**src/rtl/alu_result_stage.sv**
```systemverilog
// Registered FWFT result FIFO behind the ALU. It also holds the carry flag fed back to the ALU and a sticky overflow bit.
// Latency 1 cycle push-to-out; in_ready drops only when full and does not depend on out_ready. ALU_RESULT_STATS_EN adds zero_cnt.
module alu_result_stage #(
    parameter int DATA_W = 16,
    parameter int DEPTH  = 4
) (
    input  logic                     clk,
    input  logic                     rst_n,
    input  logic                     in_valid,
    output logic                     in_ready,
    input  logic [DATA_W-1:0]        in_out,
    input  logic [4:0]               in_flags,
    input  logic [3:0]               in_sel,
    output logic                     out_valid,
    input  logic                     out_ready,
    output logic [DATA_W-1:0]        out_data,
    output logic [4:0]               out_flags,
    output logic [3:0]               out_sel,
    output logic                     carry_q,
    output logic                     sticky_ovf,
    input  logic                     sticky_clr,
    output logic [$clog2(DEPTH):0]   level
`ifdef ALU_RESULT_STATS_EN
    ,
    output logic [15:0]              zero_cnt
`endif
);

    localparam int PW = $clog2(DEPTH);
    localparam int LW = PW + 1;
    localparam logic [LW-1:0] FULL = LW'(DEPTH);

    typedef struct packed {
        logic [DATA_W-1:0] data;
        logic [4:0]        flags;
        logic [3:0]        sel;
    } entry_t;

    entry_t        mem [DEPTH];
    logic [PW-1:0] wr_ptr;
    logic [PW-1:0] rd_ptr;
    logic          push;
    logic          pop;
    entry_t        head;

    assign in_ready  = (level != FULL);
    assign out_valid = (level != '0);
    assign push      = in_valid & in_ready;
    assign pop       = out_valid & out_ready;

    // Head is read straight from storage; zeroed when nothing is held.
    assign head      = out_valid ? mem[rd_ptr] : '0;
    assign out_data  = head.data;
    assign out_flags = head.flags;
    assign out_sel   = head.sel;

    always_ff @(posedge clk) begin
        if (push) begin
            mem[wr_ptr] <= '{data: in_out, flags: in_flags, sel: in_sel};
        end
    end

    always_ff @(posedge clk or negedge rst_n) begin
        if (!rst_n) begin
            wr_ptr <= '0;
            rd_ptr <= '0;
            level  <= '0;
        end else begin
            if (push) wr_ptr <= wr_ptr + 1'b1;
            if (pop)  rd_ptr <= rd_ptr + 1'b1;
            case ({push, pop})
                2'b10:   level <= level + 1'b1;
                2'b01:   level <= level - 1'b1;
                default: level <= level;
            endcase
        end
    end

    // Carry tracks the most recently accepted result so chained ops see it one cycle later.
    always_ff @(posedge clk or negedge rst_n) begin
        if (!rst_n) begin
            carry_q    <= 1'b0;
            sticky_ovf <= 1'b0;
        end else begin
            if (push) carry_q <= in_flags[0];
            if (push && in_flags[3])
                sticky_ovf <= 1'b1;
            else if (sticky_clr)
                sticky_ovf <= 1'b0;
        end
    end

`ifdef ALU_RESULT_STATS_EN
    always_ff @(posedge clk or negedge rst_n) begin
        if (!rst_n) begin
            zero_cnt <= '0;
        end else if (push && in_flags[1]) begin
            if (sticky_clr)
                zero_cnt <= 16'd1;
            else if (zero_cnt != 16'hFFFF)
                zero_cnt <= zero_cnt + 16'd1;
        end else if (sticky_clr) begin
            zero_cnt <= '0;
        end
    end
`endif

endmodule

```
**config.mk**
```make
export PLATFORM = sky130hd
export DESIGN_NAME = alu_result_stage
export DESIGN_NICKNAME = d
export VERILOG_FILES = /design/src/rtl/alu_result_stage.sv
export SDC_FILE = /design/constraint.sdc
export NUM_CORES = 1
export LEC_CHECK = 0
export CORE_MARGIN = 2
export CORE_UTILIZATION = 40
export CTS_CLUSTER_SIZE = 12
export DETAILED_ROUTE_END_ITERATION = 10
export GPL_TIMING_DRIVEN = 0
export PLACE_DENSITY_LB_ADDON = 0.08
export SYNTH_ARGS = -nofsm -noshare
export SYNTH_HDL_FRONTEND = slang
export SYNTH_SLANG_ARGS = --single-unit
```
**constraint.sdc**
```tcl
create_clock -name clk -period 3.6 [get_ports clk]
set_clock_uncertainty 0.2 [all_clocks]
set_input_delay 0.36 -clock clk [delete_from_list [all_inputs] [get_ports clk]]
set_output_delay 0.36 -clock clk [all_outputs]
set_load 0.005 [all_outputs]
```
==> impl_metrics.ini <==
[timing]
maxClockFrequency_ghz = 0.320
tightestPinTransition_ns = 0.729
timing.setup.tns_ns = 0
setup_ws_ns = 0.474
slew_viol_final = 0
setup_repair_after_global_routing_missed_its_margin = false
fin_crit_ns = 3.13
layout_worst_path_cycle_share = 0.868
timing.slew.headroom = 0.514
finalHoldWorstSlack_ns = 0.0862
setup_viol_count_final = 0
final_hold_viol_count = 0

[synth]
yosys.area_share.adder = 0.0192
postSynth.topFlopCell = sky130_fd_sc_hd__edfxtp_1
yosys-top-cells-area = sky130_fd_sc_hd__edfxtp_1 70%, sky130_fd_sc_hd__mux4_2 13%, sky130_fd_sc_hd__dfrtp_1 5.2%, sky130_fd_sc_hd__and2_1 3.8%, sky130_fd_sc_hd__ha_1 1.5%
syn-cell-area_um2 = 4290
flop_and_latch_count_out_of_synthesis = 109
synth_top_area_share = 0.700
synth_simple_gate_area_frac = 0.0534
synth.top_cells.by_count = 100 x sky130_fd_sc_hd__edfxtp_1, 26 x sky130_fd_sc_hd__and2_1, 25 x sky130_fd_sc_hd__mux4_2
combinational_family_with_the_most_area_after_synthesis = multiplexers
synth_warnings = 0
synthDominantAreaCellType = sky130_fd_sc_hd__edfxtp_1
yosys-mux-area-fraction = 0.141
postSynth.asyncResetShare = 0.0826
synth_enable_flop_cells = 100
share_of_the_synthesized_area_in_compound_gates_ao_oa_aoi_oai = 0.00233
syn_nets = 238
syn_avg_cell_area_um2 = 21.2
synthDistinctLibCells = 22
ys_seq_area_frac = 0.752
synth_cells = 202
library_cell_with_the_highest_instance_count_after_synthesis = sky130_fd_sc_hd__edfxtp_1
synth-xor-area-share = 0.0122

[cts]
tritoncts = built
cts_inserted_buffers = 9
post_cts_buffers = 0
postCtsHoldBufs = 0
cts.repair.resized = 0
cts_root_buffer = sky130_fd_sc_hd__clkbuf_8
clk_latency_ns = 0.37
cts_sinks = 109
clk_path_buf_depth = 2
htreeDepth = 3
clk_transition_reported_paths_ns = 0.10

[worst_setup_path]
crit_path_top_delay_cell = sky130_fd_sc_hd__or3_2
max_stage_delay_ns = 0.46
worstPathCellList = or3_2, clkbuf_1, clkbuf_1, and2_1, clkdlybuf4s50_1
path_common_cell = sky130_fd_sc_hd__clkbuf_1
timing.setup.critical_path_class = reg -> out
cp-start-kind = register
worstPathRequired_ns = 3.04
worstPathMaxFanout = 10
critical_path_at_ns = 2.57
worstSetupEndpointType = output port

[finish]
finish.utilization = 0.509
finalNetCount = 310
ant_diodes = 0
post_route_cells_drive_above_1_share = 0.204
fillers = 902
multi_input_area_um2 = 977
regArea_um2 = 3230
area_growth_pct = 23.0

[global_routing]
grt_pass1_wl_um = 11600
first_global_vias = 2129
overflow = 0
gr-usage-met3 = 0.0315
grt_util_met1 = 0.190
global_route.peak_usage_layer = met2
met2_usage = 0.223
grt_antenna_before_repair = 0
global_route.usage.total = 0.141
grt_start_max_net_pins = 26

[detailed_routing]
detailroute.via_count = 2045
drt_wl_total_um = 7540
via_per_inst = 4.93
drtAntennaViolNets = 0
wl_per_cell_um = 18.2
drcViolationCount = 0
detailedRoute.firstIterationViolations = 110
detail_route.first_pass.iterations = 4

[power]
total_power_mw = 4.17
power.share.switching = 0.282
pwr-share-clk = 0.183
seq_power_share = 0.422
power_density_nw_per_um2 = 790
power.combinational.fraction = 0.396
cellInternalPower_mw = 2.99
power.switching_mw = 1.18
cellLeakagePower_nw = 1.78
vdd.ir_drop.worst_mv = 0.453

[floorplan]
die_width_um = 108
top_level_ports = 62
std_cell_rows = 37
die_height_um = 108
floorplan.initialDensity = 0.414
placeableCoreArea_um2 = 10400
die_area_um2 = 11600

[place]
dp_slack_ns = 0.845
dp.final_hpwl_um = 4460
port_buffers = 61
place_congestion = 0.673

[job]
drv_cap = 0

[status]
outcome = finished, final reports clean

[min_path]
hold_class = in -> async
==> metrics by stage <==
stage	cell area, um^2	std cells
floorplan	4290	202
global placement	5070	399
detailed placement	5070	399
CTS	5280	415
global route	5280	415
finish	5280	415
==> cell families (layout without fill, tap and decap cells) <==
| family | after synthesis | count (layout) |
|---|---|---|
| simple gates | 35 | 35 |
| xor+xnor | 6 | 6 |
| buf+inv | 17 | 94 |
| fa+ha+maj | 6 | 6 |
| mux | 28 | 28 |
| compound gates | 1 | 1 |
| flops | 109 | 109 |
==> routing by layer <==
metal / vias up / wire length [um]
li1: 931 / -
met2: 49 / 3810
met1: 1058 / 3330
met5: - / 0
met4: 0 / 104
met3: 7 / 296
==> cells in the final DEF, fill, tap and decap left out <==
master / netlist / layout
sky130_fd_sc_hd__mux2_4: 2 / 2
sky130_fd_sc_hd__mux4_2: 25 / 25
sky130_fd_sc_hd__nor2_1: 1 / 1
sky130_fd_sc_hd__fa_1: 1 / 1
sky130_fd_sc_hd__inv_8: 0 / 1
sky130_fd_sc_hd__ha_1: 5 / 5
sky130_fd_sc_hd__or3b_4: 1 / 1
sky130_fd_sc_hd__clkbuf_1: 4 / 4
sky130_fd_sc_hd__nand3_1: 1 / 1
sky130_fd_sc_hd__clkdlybuf4s50_1: 0 / 61
sky130_fd_sc_hd__xnor2_1: 3 / 3
sky130_fd_sc_hd__clkinv_2: 0 / 1
sky130_fd_sc_hd__edfxtp_1: 100 / 100
sky130_fd_sc_hd__mux2i_1: 1 / 1
sky130_fd_sc_hd__and2_1: 26 / 26
sky130_fd_sc_hd__clkinv_4: 0 / 2
sky130_fd_sc_hd__clkbuf_8: 0 / 9
sky130_fd_sc_hd__bufinv_16: 0 / 1
sky130_fd_sc_hd__inv_1: 7 / 7
sky130_fd_sc_hd__a22o_2: 1 / 1
sky130_fd_sc_hd__inv_6: 0 / 2
sky130_fd_sc_hd__buf_6: 1 / 1
sky130_fd_sc_hd__dfrtp_1: 9 / 9
sky130_fd_sc_hd__and2_4: 1 / 1
sky130_fd_sc_hd__or3_2: 1 / 1
sky130_fd_sc_hd__buf_4: 3 / 3
sky130_fd_sc_hd__and3_2: 4 / 4
sky130_fd_sc_hd__xor2_1: 3 / 3
sky130_fd_sc_hd__buf_2: 2 / 2
==> path summary, 6_finish.rpt <==
kind / start / to / slack [ns] / cells past startpoint
setup / recovery: level[0]$_DFFE_PN0P_ / out_data[14] / 0.47 / 5
hold / removal: rst_n / level[2]$_DFFE_PN0P_ / 0.09 / 1
setup reg to reg: level[0]$_DFFE_PN0P_ / level[2]$_DFFE_PN0P_ / 1.03 / 9
hold reg to reg: level[2]$_DFFE_PN0P_ / level[2]$_DFFE_PN0P_ / 0.31 / 1
max in group asynchronous: rst_n / rd_ptr[1]$_DFFE_PN0P_ / 2.81 / 1
min in group clk: level[2]$_DFFE_PN0P_ / level[2]$_DFFE_PN0P_ / 0.31 / 1
==> registers in the layout, summed over array words and instances, names as in the netlist <==
register	count
sticky_ovf	1
rd_ptr	2
mem	100
wr_ptr	2
level	3
carry_q	1
==> power by group through the flow <==
stage                     Combinational, mW  Sequential, mW  Clock (mW)
after CTS                              1.70            1.76       0.779
after global placement                 1.68            1.78           0
after detailed placement               1.69            1.79           0
after global routing                   1.80            1.78       0.841
after floorplan                       0.921            1.77           0
final                                  1.65            1.76       0.761
==> critical path: cells and delay by family (launching register included) <==
kind	cells	cell delay [ns]
flops	1	0.44
buf+inv	3	1.05
simple gates	2	0.70
==> area by class of cell <==
type | instances | area share
repair buffers | 61 | 0.116
inverters | 7 | 0.00498
flip-flops and latches | 109 | 0.612
clock buffers | 9 | 0.0235
plain buffers | 10 | 0.0111
multi-input cells | 76 | 0.185
well taps | 136 | 0.0323
clock inverters | 7 | 0.0154
No activity file was read; power rests on OpenSTA's default activity.
